$ cat src/rtl/race_start_sequencer_pkg.sv
// Shared types for the drag-strip start tree and the timer / best-time / BCD datapath.
package race_start_sequencer_pkg;

  localparam int DISP_W      = 14;    // 4-digit display width, shared with timer, best-time and BCD
  localparam int REACT_LIMIT = 9999;

  typedef enum logic [2:0] {
    S_IDLE   = 3'd0,
    S_STAGED = 3'd1,
    S_AMB1   = 3'd2,
    S_AMB2   = 3'd3,
    S_AMB3   = 3'd4,
    S_RUN    = 3'd5,
    S_DONE   = 3'd6,
    S_FOUL   = 3'd7
  } state_e;

  typedef struct packed {
    logic [2:0] amber;
    logic       green;
    logic       red;
    logic       run_en;
  } lights_t;

  function automatic lights_t lights_of(state_e s);
    lights_t l;
    l = '0;
    case (s)
      S_AMB1:  l.amber = 3'b001;
      S_AMB2:  l.amber = 3'b010;
      S_AMB3:  l.amber = 3'b100;
      S_RUN:   begin l.green = 1'b1; l.run_en = 1'b1; end
      S_DONE:  l.green = 1'b1;
      S_FOUL:  l.red   = 1'b1;
      default: ;
    endcase
    return l;
  endfunction

endpackage

$ cat src/rtl/race_start_sequencer_if.sv
// Board-side inputs and light/timer-control outputs of the start sequencer.
interface race_start_sequencer_if;
  import race_start_sequencer_pkg::*;

  logic              tick;
  logic              start_n;
  logic              throttle_n;
  logic              finish;
  logic              crash;
  logic              abort;
  logic [2:0]        amber;
  logic              green;
  logic              red;
  logic              run_en;
  logic              timer_clr;
  logic [DISP_W-1:0] react_time;
  logic              react_valid;
  logic [2:0]        state;

  modport master (
    output tick, start_n, throttle_n, finish, crash, abort,
    input  amber, green, red, run_en, timer_clr, react_time, react_valid, state
  );

  modport slave (
    input  tick, start_n, throttle_n, finish, crash, abort,
    output amber, green, red, run_en, timer_clr, react_time, react_valid, state
  );

endinterface

$ cat src/rtl/race_start_sequencer_btn_sync_edge.sv
// Active-low button: 2-FF synchronizer, then a registered one-cycle press pulse on the falling edge.
module btn_sync_edge (
  input  logic clk,
  input  logic rst_n,
  input  logic i_pin_n,
  output logic o_press
);

  logic [1:0] r_sync;
  logic       r_prev;
  logic       r_press;

  // Flops reset low, so the idle-high pin only ever produces a rising edge after reset.
  always_ff @(posedge clk or negedge rst_n) begin
    if (!rst_n) begin
      r_sync  <= '0;
      r_prev  <= 1'b0;
      r_press <= 1'b0;
    end else begin
      r_sync  <= {r_sync[0], i_pin_n};
      r_prev  <= r_sync[1];
      r_press <= r_prev & ~r_sync[1];
    end
  end

  assign o_press = r_press;

endmodule

$ cat src/rtl/race_start_sequencer.sv
// Christmas-tree sequencer: stage, three ambers, green window, false-start and reaction timing.
module race_start_sequencer
  import race_start_sequencer_pkg::*;
#(
  parameter int STAGE_TICKS = 100,
  parameter int AMBER_TICKS = 50,
  parameter int REACT_MAX   = REACT_LIMIT
) (
  input  logic                   clk,
  input  logic                   rst_n,
  race_start_sequencer_if.slave  bus
);

  localparam int CNT_MAX = (STAGE_TICKS > AMBER_TICKS) ? STAGE_TICKS : AMBER_TICKS;
  localparam int CNT_W   = $clog2(CNT_MAX + 1);

  logic [1:0]        w_pin_n;
  logic [1:0]        w_press;
  logic              w_start;
  logic              w_thr;
  logic              w_stg_exp;
  logic              w_amb_exp;
  logic              w_start_acc;
  state_e            w_nxt;

  state_e            r_state;
  lights_t           r_lt;
  logic              r_clr;
  logic [CNT_W-1:0]  r_cnt;
  logic [DISP_W-1:0] r_rt;
  logic              r_rv;

  assign w_pin_n = {bus.throttle_n, bus.start_n};

  btn_sync_edge u_btn [1:0] (
    .clk     (clk),
    .rst_n   (rst_n),
    .i_pin_n (w_pin_n),
    .o_press (w_press)
  );

  assign w_start   = w_press[0];
  assign w_thr     = w_press[1];
  assign w_stg_exp = bus.tick && (r_cnt == CNT_W'(STAGE_TICKS - 1));
  assign w_amb_exp = bus.tick && (r_cnt == CNT_W'(AMBER_TICKS - 1));

  // Throttle during staging beats the amber expiry tick, so a jump on the last tick is a foul.
  always_comb begin
    w_nxt       = r_state;
    w_start_acc = 1'b0;
    if (bus.abort) begin
      w_nxt = S_IDLE;
    end else begin
      case (r_state)
        S_IDLE, S_DONE, S_FOUL: if (w_start) begin
          w_nxt       = S_STAGED;
          w_start_acc = 1'b1;
        end
        S_STAGED: if (w_thr) w_nxt = S_FOUL; else if (w_stg_exp) w_nxt = S_AMB1;
        S_AMB1:   if (w_thr) w_nxt = S_FOUL; else if (w_amb_exp) w_nxt = S_AMB2;
        S_AMB2:   if (w_thr) w_nxt = S_FOUL; else if (w_amb_exp) w_nxt = S_AMB3;
        S_AMB3:   if (w_thr) w_nxt = S_FOUL; else if (w_amb_exp) w_nxt = S_RUN;
        S_RUN:    if (bus.crash) w_nxt = S_FOUL; else if (bus.finish) w_nxt = S_DONE;
        default:  ;
      endcase
    end
  end

  always_ff @(posedge clk or negedge rst_n) begin
    if (!rst_n) begin
      r_state <= S_IDLE;
      r_lt    <= '0;
      r_clr   <= 1'b0;
      r_cnt   <= '0;
      r_rt    <= '0;
      r_rv    <= 1'b0;
    end else begin
      r_state <= w_nxt;
      r_lt    <= lights_of(w_nxt);
      r_clr   <= w_start_acc;
      r_cnt   <= (w_nxt != r_state) ? '0 : r_cnt + CNT_W'(bus.tick);
      // A press coinciding with a tick wins, so the pre-increment count is what gets frozen.
      if (bus.abort || w_start_acc) begin
        r_rt <= '0;
        r_rv <= 1'b0;
      end else if (r_state == S_RUN && !r_rv) begin
        if (w_thr)
          r_rv <= 1'b1;
        else if (bus.tick && r_rt != DISP_W'(REACT_MAX))
          r_rt <= r_rt + 1'b1;
      end
    end
  end

  assign bus.amber       = r_lt.amber;
  assign bus.green       = r_lt.green;
  assign bus.red         = r_lt.red;
  assign bus.run_en      = r_lt.run_en;
  assign bus.timer_clr   = r_clr;
  assign bus.react_time  = r_rt;
  assign bus.react_valid = r_rv;
  assign bus.state       = r_state;

endmodule

$ cat src/flat_wrapper.sv
// flat-port wrapper written by rule: the top's interface ports become plain ports
module race_start_sequencer_flat import race_start_sequencer_pkg::*;
#(
  parameter int STAGE_TICKS = 100,
  parameter int AMBER_TICKS = 50,
  parameter int REACT_MAX   = REACT_LIMIT
)
  (clk, rst_n, bus_tick, bus_start_n, bus_throttle_n, bus_finish, bus_crash, bus_abort, bus_amber, bus_green, bus_red, bus_run_en, bus_timer_clr, bus_react_time, bus_react_valid, bus_state);
  race_start_sequencer_if bus_i ();
  input  logic clk;
  input  logic rst_n;
  input wire logic [$bits(bus_i.tick)-1:0] bus_tick;
  input wire logic [$bits(bus_i.start_n)-1:0] bus_start_n;
  input wire logic [$bits(bus_i.throttle_n)-1:0] bus_throttle_n;
  input wire logic [$bits(bus_i.finish)-1:0] bus_finish;
  input wire logic [$bits(bus_i.crash)-1:0] bus_crash;
  input wire logic [$bits(bus_i.abort)-1:0] bus_abort;
  output wire logic [$bits(bus_i.amber)-1:0] bus_amber;
  output wire logic [$bits(bus_i.green)-1:0] bus_green;
  output wire logic [$bits(bus_i.red)-1:0] bus_red;
  output wire logic [$bits(bus_i.run_en)-1:0] bus_run_en;
  output wire logic [$bits(bus_i.timer_clr)-1:0] bus_timer_clr;
  output wire logic [$bits(bus_i.react_time)-1:0] bus_react_time;
  output wire logic [$bits(bus_i.react_valid)-1:0] bus_react_valid;
  output wire logic [$bits(bus_i.state)-1:0] bus_state;
  assign bus_i.tick = bus_tick;
  assign bus_i.start_n = bus_start_n;
  assign bus_i.throttle_n = bus_throttle_n;
  assign bus_i.finish = bus_finish;
  assign bus_i.crash = bus_crash;
  assign bus_i.abort = bus_abort;
  assign bus_amber = bus_i.amber;
  assign bus_green = bus_i.green;
  assign bus_red = bus_i.red;
  assign bus_run_en = bus_i.run_en;
  assign bus_timer_clr = bus_i.timer_clr;
  assign bus_react_time = bus_i.react_time;
  assign bus_react_valid = bus_i.react_valid;
  assign bus_state = bus_i.state;
  race_start_sequencer #(.STAGE_TICKS(STAGE_TICKS), .AMBER_TICKS(AMBER_TICKS), .REACT_MAX(REACT_MAX)) u_core (.clk(clk), .rst_n(rst_n), .bus(bus_i));
endmodule
$ cat config.mk
export PLATFORM = sky130hd
export DESIGN_NAME = race_start_sequencer_flat
export DESIGN_NICKNAME = d
export VERILOG_FILES = /design/src/rtl/race_start_sequencer_pkg.sv /design/src/rtl/race_start_sequencer_if.sv /design/src/rtl/race_start_sequencer_btn_sync_edge.sv /design/src/rtl/race_start_sequencer.sv /design/src/flat_wrapper.sv
export SDC_FILE = /design/constraint.sdc
export NUM_CORES = 1
export LEC_CHECK = 0
export CAP_MARGIN = 10
export CORE_MARGIN = 4
export CORE_UTILIZATION = 50
export CTS_CLUSTER_DIAMETER = 60
export DETAILED_ROUTE_END_ITERATION = 12
export PLACE_DENSITY = 0.76
export SLEW_MARGIN = 10
export SYNTH_ARGS = -nofsm -noshare
export SYNTH_HDL_FRONTEND = slang
export SYNTH_SLANG_ARGS = --single-unit
$ cat constraint.sdc
create_clock -name clk -period 4.5 [get_ports clk]
set_input_delay 0.675 -clock clk [delete_from_list [all_inputs] [get_ports clk]]
set_output_delay 0.675 -clock clk [all_outputs]
set_load 0.01 [all_outputs]
==> impl_metrics.py, run 1 <==
metrics = {
    "grt": {
        "grt_max_degree": 41,
        "grt_use_total": 0.1676,
        "gr-total-overflow": 0,
        "grt_pass1_vias": 1594,
        "grt_antenna_before_repair": 0,
        "grt_pass1_wl_um": 7024,
    },
    "clock_tree": {
        "cts_hold_buf": 0,
        "cts_buffers": 5,
        "path_clk_slew_ns": 0.08,
        "cts_sinks": 40,
        "ctsHtreeMaxLevel": 2,
        "clock_latency_ns": 0.29,
        "cts_setup_buffers": 0,
        "cts_tree": "yes",
        "cts.path.max_buffers": 2,
        "clock_tree.root_cell": "clkbuf_8",
        "cts.repair.resized": 0,
    },
    "logic_synthesis": {
        "synth_edf_count": 0,
        "synth_top_area_frac": 0.4765,
        "synth_warnings": 0,
        "netlist_area_um2": 2101,
        "synth_area_leaders": "dfrtp_1, a21oi_1, nor3_1",
        "synthArstFlopShare": 1.000,
        "yosysSeqAreaShare": 0.4765,
        "yosys.area.top_type": "dfrtp_1",
        "ys.flop_type": "dfrtp_1",
        "synthCells": 206,
        "syn_area_per_cell_um2": 10.20,
        "syn_nets": 217,
        "synth_cell_types": 52,
        "ys_seq_elements": 40,
    },
    "final_layout": {
        "syn_to_final_growth_pct": 20.19,
        "n_fill_cell": 358,
        "layout_commonest_cell": "dfrtp_1",
        "final_cell_mix": "dfrtp_1, clkdlybuf4s50_1, a21oi_1",
        "nets": 247,
        "antennaDiodeCount": 0,
        "drive_above_1_share": 0.08017,
        "finalCoreUtilization": 0.6267,
    },
    "drt": {
        "wl_um": 4072,
        "drt_iter0_drc": 123,
        "vias_per_cell": 5.885,
        "avgRoutedWirePerCell_um": 14.19,
        "vias": 1689,
        "drc_errors": 0,
        "first_pass_iters": 4,
        "antenna_left": 0,
    },
    "setup_path": {
        "crit_chain": "nor4b_2 > or3_1 > a21oi_2 > or4_1 > a21oi_1",
        "required_ns": 4.71,
        "critPathMaxFanout": 18,
        "path_class": "reg -> reg",
        "arrival_ns": 2.77,
        "start_kind": "register",
        "path_buf_inv": 0,
        "slowest_stage": "dfrtp_1",
        "slowest_delay_ns": 0.59,
        "critical_path.top_delay_family": "simple AND/OR/NAND/NOR gates",
        "crit_path_end_kind": "register",
    },
    "flow_run": {
        "cap_violations": 0,
    },
    "pwr": {
        "vdd_drop_max_mv": 0.2107,
        "p_leak_nw": 1.027,
        "powerDensity_nw_per_um2": 403.9,
        "power_mw": 1.020,
    },
    "sta": {
        "timing.final.crit_share": 0.5685,
        "finalWorstSetupSlack_ns": 1.942,
        "hold_viol_final": 0,
        "rsz0062_at_grt": "false",
        "slew_headroom": 0.4339,
        "finalSetupViolations": 0,
        "slew_violations": 0,
        "worst_pin_slew_ns": 0.8491,
        "tns_ns": 0,
        "skew_ns": 0.007861,
        "max_freq_mhz": 390.9,
        "period_needed_ns": 2.558,
    },
    "die": {
        "initial_utilization": 0.5214,
        "die_y_um": 72.82,
        "ioPinCount": 33,
        "rows": 23,
        "core_um2": 4029,
        "die_area_um2": 5303,
        "die_w_um": 72.82,
    },
    "outcome": {
        "status": "finished, final reports clean",
    },
    "placed_design": {
        "port_buffers": 32,
        "dp_hpwl_um": 2874,
        "post-place-ws_ns": 1.688,
        "place_congestion": 0.8713,
    },
    "hold_path": {
        "min_path_type": "reg -> reg",
    },
}
[report_power, final]
part / leakage [nW] / internal, mW / switching [mW] / total, mW
logic: 0.435 / 0.130 / 0.163 / 0.294
registers: 0.538 / 0.389 / 0.0520 / 0.441
clock network: 0.0552 / 0.165 / 0.121 / 0.285
[cell type report]
type / count / area (um2) / share of cell area
multi-input combinational: 149 / 1008 / 0.3994
sequential: 40 / 1001 / 0.3964
timing repair buffer: 32 / 315.3 / 0.1249
clock buffer: 6 / 72.57 / 0.02874
tap: 50 / 62.56 / 0.02478
clock inverter: 2 / 35.03 / 0.01388
inverter: 8 / 30.03 / 0.01189
[worst paths after layout]
| check | cells past startpoint | from | to | slack, ns |
|---|---|---|---|---|
| setup / recovery | 5 | u_core.bus.state[1]$_DFF_PN0_ | u_core.bus.react_time[8]$_DFFE_PN0P_ | 1.94 |
| hold / removal | 0 | u_core.u_btn[0].r_sync[0]$_DFF_PN0_ | u_core.u_btn[0].r_sync[1]$_DFF_PN0_ | 0.35 |
| setup reg to reg | 5 | u_core.bus.state[1]$_DFF_PN0_ | u_core.bus.react_time[8]$_DFFE_PN0P_ | 1.94 |
| hold reg to reg | 0 | u_core.u_btn[0].r_sync[0]$_DFF_PN0_ | u_core.u_btn[0].r_sync[1]$_DFF_PN0_ | 0.35 |
| max in group asynchronous | 1 | rst_n | u_core.bus.react_valid$_DFFE_PN0P_ | 3.48 |
| min in group asynchronous | 1 | rst_n | u_core.bus.react_time[12]$_DFFE_PN0P_ | 0.49 |
[through the flow]
| step | hold slack, ns | cells | area, um2 |
|---|---|---|---|
| global route | 0.3587 | 287 | 2525 |
| finish | 0.3540 | 287 | 2525 |
| detailed placement | 0.3413 | 279 | 2417 |
| CTS | 0.3581 | 287 | 2525 |
| floorplan | 0.3312 | 206 | 2101 |
| global placement | 0.3328 | 279 | 2417 |
[metal layers]
metal	track usage	vias up	wire length (um)
met3	0.05096	2	185
met1	0.2220	822	1944
li1	-	830	-
met4	0.04713	0	18
met5	0	-	0
met2	0.2665	35	1923
[registers in the layout (all words and copies together) (netlist names)]
register	flops
u_core.u_btn.o_press	2
u_core.bus.react_time	14
u_core.bus.green	1
u_core.u_btn.r_prev	2
u_core.bus.state	3
u_core.bus.amber	3
u_core.bus.timer_clr	1
u_core.u_btn.r_sync	4
u_core.bus.run_en	1
u_core.r_cnt	7
u_core.bus.react_valid	1
u_core.bus.red	1
[synth_stat cells (3+ instances only)]
library cell  number
nor3b_1            3
inv_1              8
nand3_1           10
o31ai_1            7
nor2b_1            6
or4_1              5
nand2b_1           3
buf_6              3
nor3_1            11
nand2_1           11
a21oi_1           13
xnor2_1            5
nor2_1            11
buf_2              4
xor2_1             6
dfrtp_1           40
or3_1              3
ha_1               3
and3_1             6
nand4_1            4
[cells by family (layout without fill, tap and decap cells)]
kind of cell	after synthesis	count (layout)	synth area share
simple gates	90	90	0.2615
compound gates	44	44	0.1501
flops	40	40	0.4765
buf+inv	17	48	0.04348
xor+xnor	11	11	0.04586
fa+ha+maj	3	3	0.01787
mux	1	1	0.004765
Note: power is estimated with default switching activity, not from simulation.
==> run 2: changes to the inputs <==
Settings changed: CORE_UTILIZATION 50 to 48.
Clock period 4.5 ns to 2.1 ns, I/O delays scaled along.
==> impl_metrics.py, run 2 (synthesis results as in run 1) <==
metrics = {
    "sta": {
        "max_freq_mhz": 515.1,
        "skew_ns": 0.006114,
        "finalSetupViolations": 0,
        "slew_violations": 0,
        "period_needed_ns": 1.941,
        "hold_viol_final": 0,
        "timing.final.crit_share": 0.9244,
        "tns_ns": 0,
        "slew_headroom": 0.4369,
        "worst_pin_slew_ns": 0.8446,
    },
    "grt": {
        "grt_pass1_vias": 1602,
        "grt_use_total": 0.1737,
        "grt_antenna_before_repair": 0,
        "grt_pass1_wl_um": 7410,
        "grt_max_degree": 41,
        "gr-total-overflow": 0,
    },
    "drt": {
        "wl_um": 4267,
        "wl_met3_um": 195,
        "routed.top_layer": "met4",
        "drt-met1-wl_um": 2009,
        "drt_iter0_drc": 132,
        "vias_per_cell": 5.757,
        "route.met2.wl_um": 2031,
        "avgRoutedWirePerCell_um": 14.22,
        "vias": 1727,
        "drc_errors": 0,
        "first_pass_iters": 4,
        "antenna_left": 0,
    },
    "placed_design": {
        "place_congestion": 0.9697,
        "place_inst": 292,
        "dp_hpwl_um": 3117,
        "placed_area_um2": 2515,
        "port_buffers": 32,
    },
    "clock_tree": {
        "ctsHtreeMaxLevel": 2,
        "clock_tree.root_cell": "clkbuf_8",
        "cts_buffers": 5,
        "path_clk_slew_ns": 0.07,
        "clock_latency_ns": 0.29,
        "cts.path.max_buffers": 2,
        "cts_tree": "yes",
        "cts_sinks": 40,
    },
    "die": {
        "ioPinCount": 33,
        "rows": 23,
        "die_area_um2": 5499,
        "initial_utilization": 0.5105,
        "die_y_um": 74.16,
        "core_um2": 4115,
        "die_w_um": 74.16,
    },
    "final_layout": {
        "final_cell_mix": "dfrtp_1, clkdlybuf4s50_1, a21oi_1, buf_4",
        "largest_reg_flops": 14,
        "n_fill_cell": 345,
        "layout_commonest_cell": "dfrtp_1",
        "stdcell_count": 300,
        "antennaDiodeCount": 0,
        "syn_to_final_growth_pct": 26.21,
        "stdcell_area_um2": 2651,
        "nets": 260,
        "drive_above_1_share": 0.1400,
    },
    "setup_path": {
        "critical_path.top_delay_family": "simple AND/OR/NAND/NOR gates",
        "reg2reg_to": "u_core.bus.react_time[10]$_DFFE_PN0P_",
        "worst_r2r_path_depth": 6,
        "timing.rr.start": "u_core.bus.state[2]$_DFF_PN0_",
        "crit_chain": "buf_4 > nor4b_4 > or3_1 > a21oi_4 > or4_1 > a21oi_1",
        "arrival_ns": 2.16,
        "slowest_stage": "or4_1",
        "crit_path_end_kind": "register",
        "start_kind": "register",
        "required_ns": 2.32,
        "path_class": "reg -> reg",
        "path_buf_inv": 1,
        "slowest_delay_ns": 0.48,
        "reg2reg_slack_ns": 0.16,
        "critPathMaxFanout": 14,
        "worstSetupPathDepth": 6,
    },
    "pwr": {
        "sw_frac_of_total": 0.3230,
        "switching_power_mw": 0.7467,
        "intPower_mw": 1.565,
        "power_frac_comb": 0.349,
        "powerDensity_nw_per_um2": 871.9,
        "p_clk_frac": 0.262,
        "power_mw": 2.312,
        "seqPwrFrac": 0.390,
        "vdd_drop_max_mv": 0.5762,
        "p_leak_nw": 1.099,
    },
    "flow_run": {
        "cap_violations": 0,
    },
    "outcome": {
        "status": "finished, final reports clean",
    },
    "hold_path": {
        "min_path_type": "in -> async",
    },
}
==> run 2: cell types whose count changed in the layout (fill, tap and decap cells not counted), sizes merged <==
| cell | before | now |
|---|---|---|
| buf | 1 | 14 |
==> run 2: layout make-up <==
class                           count  area (um2)  area share
Inverter                            8       30.03     0.01133
Multi-Input combinational cell    149        1036      0.3907
Clock inverter                      2       35.03     0.01321
Sequential cell                    40        1002      0.3780
Tap cell                           50       62.56     0.02360
Clock buffer                        6       72.57     0.02737
Timing Repair Buffer               45       412.9      0.1557
==> run 2: per-layer routing <==
| layer | up-vias | global-route usage |
|---|---|---|
| li1 | 849 | - |
| met1 | 839 | 0.2361 |
| met2 | 35 | 0.2726 |
| met3 | 4 | 0.04459 |
| met4 | 0 | 0.05433 |
| met5 | - | 0 |
==> run 2: timing repair <==
| action | CTS | global route |
|---|---|---|
| setup endpoints to repair | 0 | 11 |
| buffers inserted | 0 | 0 |
| hold buffers | 0 | 0 |
| gates resized for setup | 0 | 5 |
==> run 2: per-stage QoR <==
step | hold slack, ns | worst slack [ns] | util
floorplan | 0.01941 | 0.2067 | -
global placement | 0.3337 | -0.02579 | 0.6111
detailed placement | 0.3387 | -0.06374 | 0.6111
CTS | 0.1556 | 0.1145 | 0.6373
global route | 0.1945 | -0.01879 | 0.6443
finish | 0.1233 | 0.1587 | 0.6443
==> run 2: power by group through the flow <==
stage	clock network (mW)	logic [mW]	registers (mW)
2_1_floorplan	0	0.474	0.919
3_3_place_gp	0	0.779	0.908
3_5_place_dp	0	0.784	0.909
4_1_cts	0.625	0.789	0.894
5_1_grt	0.656	0.896	0.910
6_report	0.605	0.806	0.901
==> run 2: worst reg2reg max path: cells and delay by family (launching register included) <==
family,cells,cell delay (ns)
flip-flops,1,0.43
AO/OA/AOI/OAI,2,0.26
buffers and inverters,1,0.18
AND/OR/NAND/NOR,3,1.00
==> run 2: how the worst max path moves through the flow <==
| stage | startpoint | end | slack, ns |
|---|---|---|---|
| floorplan | u_core.bus.state[1]$_DFF_PN0_ | u_core.bus.react_time[10]$_DFFE_PN0P_ | 0.21 |
| global placement | bus_tick | u_core.bus.react_time[7]$_DFFE_PN0P_ | -0.03 |
| detailed placement | bus_tick | u_core.bus.react_time[8]$_DFFE_PN0P_ | -0.06 |
| CTS | u_core.bus.state[2]$_DFF_PN0_ | u_core.bus.react_time[10]$_DFFE_PN0P_ | 0.11 |
| global route | u_core.bus.state[2]$_DFF_PN0_ | u_core.bus.react_time[10]$_DFFE_PN0P_ | -0.02 |
| finish | u_core.bus.state[2]$_DFF_PN0_ | u_core.bus.react_time[10]$_DFFE_PN0P_ | 0.16 |
